[src/rtl/matrix_result_drain.sv]
// Result unload for the 4x4 systolic array: settle, snapshot all 16 results, stream them out.
// Optional build macro DRAIN_COLMAJOR_EN selects column-major stream order (row-major otherwise).
module matrix_result_drain #(
  parameter int W      = 8,
  parameter int SETTLE = 12
) (
  input  logic            clk,
  input  logic            rst_n,
  input  logic            start,
  input  logic [16*W-1:0] res_i,
  output logic            busy,
  output logic            snap,
  output logic [W-1:0]    m_data,
  output logic [3:0]      m_idx,
  output logic            m_valid,
  input  logic            m_ready,
  output logic            m_last,
  output logic [1:0]      dbg_state
);

  localparam logic [1:0] S_IDLE   = 2'd0;
  localparam logic [1:0] S_WAIT   = 2'd1;
  localparam logic [1:0] S_CAPT   = 2'd2;
  localparam logic [1:0] S_STREAM = 2'd3;
  localparam int CW = $clog2(SETTLE + 1);

  logic [1:0]      state;
  logic [CW-1:0]   cnt;
  logic [16*W-1:0] snap_buf;
  logic [3:0]      ptr;
  logic [3:0]      nxt_ptr;
  logic [3:0]      nxt_idx;
  logic            beat_ok;

  // Maps stream position to the {r,c} index of the element sent at that position.
  function automatic logic [3:0] order_idx(input logic [3:0] p);
`ifdef DRAIN_COLMAJOR_EN
    return {p[1:0], p[3:2]};
`else
    return p;
`endif
  endfunction

  // Handshake: a beat transfers on any rising edge where m_valid && m_ready; while
  // m_valid is high and m_ready low, m_data/m_idx/m_last hold their values.
  assign beat_ok   = m_valid && m_ready;
  assign nxt_ptr   = ptr + 4'd1;
  assign nxt_idx   = order_idx(nxt_ptr);
  assign busy      = (state != S_IDLE);
  assign snap      = (state == S_CAPT);
  assign dbg_state = state;

  always_ff @(posedge clk or negedge rst_n) begin
    if (!rst_n) begin
      state    <= S_IDLE;
      cnt      <= '0;
      snap_buf <= '0;
      ptr      <= 4'd0;
      m_data   <= '0;
      m_idx    <= 4'd0;
      m_valid  <= 1'b0;
      m_last   <= 1'b0;
    end else begin
      case (state)
        S_IDLE: begin
          if (start) begin
            state <= S_WAIT;
            cnt   <= '0;
          end
        end
        S_WAIT: begin
          // The counter reaches SETTLE-1 as CAPT is entered, placing snap SETTLE cycles after start.
          cnt <= cnt + 1'b1;
          if (cnt == CW'(SETTLE - 2)) state <= S_CAPT;
        end
        S_CAPT: begin
          snap_buf <= res_i;
          ptr      <= 4'd0;
          // Position 0 is element (0,0) in either order, so present it straight from res_i.
          m_data   <= res_i[W-1:0];
          m_idx    <= 4'd0;
          m_valid  <= 1'b1;
          m_last   <= 1'b0;
          state    <= S_STREAM;
        end
        S_STREAM: begin
          if (beat_ok) begin
            if (m_last) begin
              m_valid <= 1'b0;
              m_last  <= 1'b0;
              state   <= S_IDLE;
            end else begin
              ptr    <= nxt_ptr;
              m_data <= snap_buf[int'(nxt_idx)*W +: W];
              m_idx  <= nxt_idx;
              m_last <= (nxt_ptr == 4'd15);
            end
          end
        end
        default: state <= S_IDLE;
      endcase
    end
  end

endmodule

[config.mk]
export PLATFORM = sky130hd
export DESIGN_NAME = matrix_result_drain
export DESIGN_NICKNAME = d
export VERILOG_FILES = /design/src/rtl/matrix_result_drain.sv
export SDC_FILE = /design/constraint.sdc
export NUM_CORES = 1
export LEC_CHECK = 0
export CAP_MARGIN = 40
export CORE_MARGIN = 2
export CORE_UTILIZATION = 46
export DETAILED_ROUTE_END_ITERATION = 10
export HOLD_SLACK_MARGIN = 0.12
export MAX_ROUTING_LAYER = met4
export PLACE_DENSITY = 0.74
export SYNTH_ARGS = -nofsm -noshare
export SYNTH_HDL_FRONTEND = slang
export SYNTH_SLANG_ARGS = --single-unit
[constraint.sdc]
create_clock -name clk -period 2.36 [get_ports clk]
set_input_delay 0.472 -clock clk [delete_from_list [all_inputs] [get_ports clk]]
set_output_delay 0.472 -clock clk [all_outputs]
set_load 0.005 [all_outputs]
After elaboration in Yosys (flattened, before gate mapping). Cells that the tools add are included.

Bits in registers: 148. Latch bits: 0. Bits in writable memories: 0. Bits in read-only memories: 0. Output and inout bits: 18. Logic and storage cells: 49. Memories kept: 0.

$add $sub $neg: 2. $mul: 0. Div/mod/pow operators: 0. Magnitude comparators: 0. Equal/unequal tests: 10. Shifts and indexed selects: 1. Multiplexer cells: 19. Bitwise logic cells: 0. Reductions and logical operators: 10.

Operator list (number): $shiftx 128x8->8 (1); $mux 8 (2); $pmux 4 s2 (2); $pmux 8 s2 (1); $mux 4 (3); $ne 2x2->1 const B (5); $add 4x1->4 const B (2); $eq 4x4->1 const B (2); $mux 2 (4); $pmux 2 s4 (1); $reduce_and 3->1 (2); $reduce_bool 2->1 (3); $eq 2x2->1 const B (2); $mux 1 (4); $pmux 1 s2 (2); $reduce_and 2->1 (2); $reduce_and 4->1 (1); $eq 2x1->1 const B (1); $logic_not 2->1 (1); $logic_and 1x1->1 (1).

Longest topological paths before layout.
Depth after elaboration: 5. Gate-level depth with buffers: 9. Mapped depth without buffers: 7.

Worst setup path before layout. Ideal clock, no wire load.

Path kind: reg2reg. Start: register ptr[0]. End: register m_data[2]. Library setup time: 126 ps. Data arrival time: 2374 ps. Path slack: -140 ps. Stages on the path, launching flop included: 10. Path buffers: 3. Period minus slack after synthesis: 2500 ps. Cell sequence: dfrtp_1 -> buf_2 -> inv_1 -> ha_1 -> clkbuf_1 -> clkbuf_1 -> mux4_2 -> a22oi_1 -> a32oi_1 -> a221o_1.

Word-level cells in the longest chain between the ends: 5.

Ends and longest elaborated chain: start, declared (RTL line 30) `logic [3:0] ptr;`; start signal, assigned (RTL line 93) `ptr <= nxt_ptr;`; $add 4x1->4 (RTL line 47) `assign nxt_ptr = ptr + 4'd1;`; $shiftx 128x8->8 (RTL line 94) `m_data <= snap_buf[int'(nxt_idx)*W +: W];`; $mux 8 (RTL line 88) `if (m_last) begin`; $mux 8 (RTL line 87) `if (beat_ok) begin`; $pmux 8 s2 (RTL line 64) `case (state)`; end signal, assigned (RTL line 80) `m_data <= res_i[W-1:0];`; end signal, assigned (RTL line 94); end, declared (RTL line 13) `output logic [W-1:0] m_data,`.

No other way between the ends. The select of a mux whose other input is x is not followed. A chain may end at the register's enable or synchronous reset.

Worst setup path in the final report.
Start: register ptr[0]. End: register m_data[7].

The elaborated chain is that of the path after synthesis.

==> flow_metrics.tcl <==
set metrics [dict create \
    status "finished, final reports clean" \
    die_area_um2 15510 \
    fmax_mhz 438.6 \
    seqCellArea_um2 3704 \
    critPathBufInv 1 \
    n_fill_cell 1074 \
    hold_path_class "register to register" \
    worst_pin_slew_ps 835.5 \
    die_w_um 124.5 \
    grt_max_degree 132 \
    layout_common_cells "148 x dfrtp_1, 148 x clkdlybuf4s50_1, 128 x mux2_2, 29 x nand2_1, 27 x mux4_2" \
    arrival_ps 2570 \
    crit_family "compound AO/OA/AOI/OAI gates" \
    pwr-share-seq 0.378 \
    p_sw_mw 3.583 \
    path_cells "ha_2 -> xor2_4 -> buf_12 -> mux4_1 -> a22oi_1 -> a32oi_1 -> a221o_1" \
    start_kind "register" \
    layoutNonFillerInstCount 794 \
    grt_pass1_vias 4653 \
    dp_cells 763 \
    reg2regPathDepth 7 \
    cp_slowest_cell "mux4_1" \
    finalCriticalPeriod_ps 2280 \
    slowest_delay_ps 550 \
    max_slew_margin 0.4409 \
    wl_mm 15.44 \
    vias 4312 \
    globalRoute.totalOverflow 0 \
    gp_congestion 0.8666 \
    die_y_um 124.5 \
    holdPathEnd "snap_buf[16]" \
    holdPathStages 1 \
    clkSinkCount 148 \
    synthCells 441 \
    htreeDepth 4 \
    antenna_found_initial 0 \
    antenna_cells 0 \
    p_comb_frac 0.403 \
    nNetsFinal 740 \
    drv_cap 0 \
    p_int_mw 8.402 \
    finalSetupViolations 0 \
    hold_viol 0 \
    drive_above_1_share 0.3295 \
    grt_use_total 0.2147 \
    avgSynthCellArea_um2 15.15 \
    dr.pass1.iters 5 \
    cts_tree "built" \
    row_count 44 \
    area_delta_synth_final_pct 35.70 \
    clock_path_buffers 2 \
    p_sw_frac 0.2989 \
    ant_nets 0 \
    synth_seq_cells 148 \
    total_leakage_power_nw 3.706 \
    clock_latency_ps 410 \
    cts_root_buf "clkbuf_16" \
    core_um2 14370 \
    power.density_nw_per_um2 1322 \
    cts_setup_buffers 0 \
    path_class "register to register" \
    ys_seq_area_frac 0.5542 \
    dpl.hpwl_mm 11.13 \
    drtIter0Drc 287 \
    synthArstFlopShare 1.000 \
    vias_per_cell 5.431 \
    min_from "snap_buf[16]" \
    syn_area_um2 6683 \
    crit_fanout 12 \
    clkTransAtPathRegs_ps 60 \
    synth_nets 582 \
    rsz0062_at_grt "true" \
    total_power_mw 11.98 \
    yosysWarnings 0 \
    synth-edff-count 0 \
    clkPwrFrac 0.219 \
    io_buffer_count 149 \
    fin_worst_skew_ps 6.497 \
    r2r-start "ptr[0]" \
    synth_cell_types 29 \
    cp.required_ps 2650 \
    peakVddDrop_mv 0.8160 \
    multi_input_area_um2 2872 \
    r2r_setup_slack_ps 80 \
    io-pin-count 150 \
    drc 0 \
    cts_made_buffers 17 \
    r2r-end "m_data[7]" \
    start_util 0.4651 \
    synth_top_flop_cell "dfrtp_1" \
    endpoint_kind "register" \
    routedWlPerCell_um 19.45 \
    period_share 0.9661 \
    grt_pass1_wl_mm 25.03 \
    slew_violations 0 \
]
## kinds of logic (layout without fill, tap and decap cells)
kind of cell | Yosys count | after routing | synth area share
muxes | 161 | 161 | 0.3278
DFF | 148 | 148 | 0.5542
and+or+nand+nor | 48 | 48 | 0.03089
AOI/OAI and AO/OA | 40 | 40 | 0.04475
buffers and inverters | 32 | 201 | 0.02041
adders and majority gates | 9 | 9 | 0.01685
xor gates and xnor gates | 3 | 3 | 0.005056
## stage by stage
stage	cell area, um^2	hold WS [ps]	TNS, ps	utilization	setup slack, ps
4_1_cts	9064	499.8	0	0.6308	26.77
2_1_floorplan	6686	176.4	0	-	2.496
6_report	9069	499.7	0	0.6311	80.07
5_1_grt	9069	514.7	-28.30	0.6311	-28.30
3_3_place_gp	8474	366.8	0	0.5898	89.55
3_5_place_dp	8474	375.0	-63.29	0.5898	-63.29
## worst reg2reg max path, stage by stage (launching register included)
cell and delay (ps):
dfrtp_1 380, ha_2 240, xor2_4 190, buf_12 170
mux4_1 560, a22oi_1 230, a32oi_1 100, a221o_1 280
## layout make-up
type | count | share of cell area
repair buffers | 164 | 0.1828
inverters | 7 | 0.002897
well taps | 184 | 0.02539
clock buffers | 26 | 0.05615
clock inverters | 4 | 0.007726
flip-flops and latches | 148 | 0.4084
multi-input cells | 261 | 0.3166
## per-layer routing
layer	track usage	wire (um)	vias up
met2	0.3565	8102	103
met3	0.05627	728	15
met5	-	0	-
met4	0.06081	197	0
li1	-	-	1966
met1	0.2616	6414	2228
## worst max-delay path by stage
| stage | startpoint | to | cells after the start |
|---|---|---|---|
| after floorplan | ptr[0] | m_data[2] | 9 |
| after global placement | m_ready | m_data[2] | 6 |
| after detailed placement | m_ready | m_data[7] | 6 |
| after CTS | ptr[0] | m_data[7] | 7 |
| after global routing | ptr[0] | m_data[6] | 7 |
| final | ptr[0] | m_data[7] | 7 |
## timing repair
action | CTS | global route
hold buffers | 1 | 0
endpoints found under the setup margin | 0 | 9
hold endpoints to repair | 30 | 0
gates resized for setup | 0 | 2
## power groups by stage
stage	clock network, mW	logic [mW]	registers [mW]
after floorplan	0	3.47	4.30
after global placement	0	4.73	4.49
after detailed placement	0	4.87	4.55
after CTS	2.68	4.91	4.53
after global routing	2.81	5.22	4.68
final	2.62	4.83	4.53
## synth_stat cells (2+ instances only)
library cell	number	share of area
o21ai_0	13	0.0097
buf_1	2	0.0011
nand3_1	7	0.0052
buf_4	2	0.0022
nand2_1	29	0.016
mux4_1	5	0.020
clkbuf_1	19	0.011
ha_1	9	0.017
a221o_1	7	0.010
a22oi_1	7	0.0079
mux2_2	128	0.22
inv_1	7	0.0039
and3_1	2	0.0019
nor2_1	6	0.0034
dfrtp_1	148	0.55
a22o_1	2	0.0026
a32oi_1	8	0.010
mux4_2	27	0.091
xnor2_1	2	0.0026
nand2b_1	2	0.0019
## sequential cells by signal, indices dropped and copies added (netlist names)
name       count
m_data         8
snap_buf     128
m_last         1
cnt            4
dbg_state      2
m_valid        1
ptr            4
Note: power is estimated with default switching activity, not from simulation.
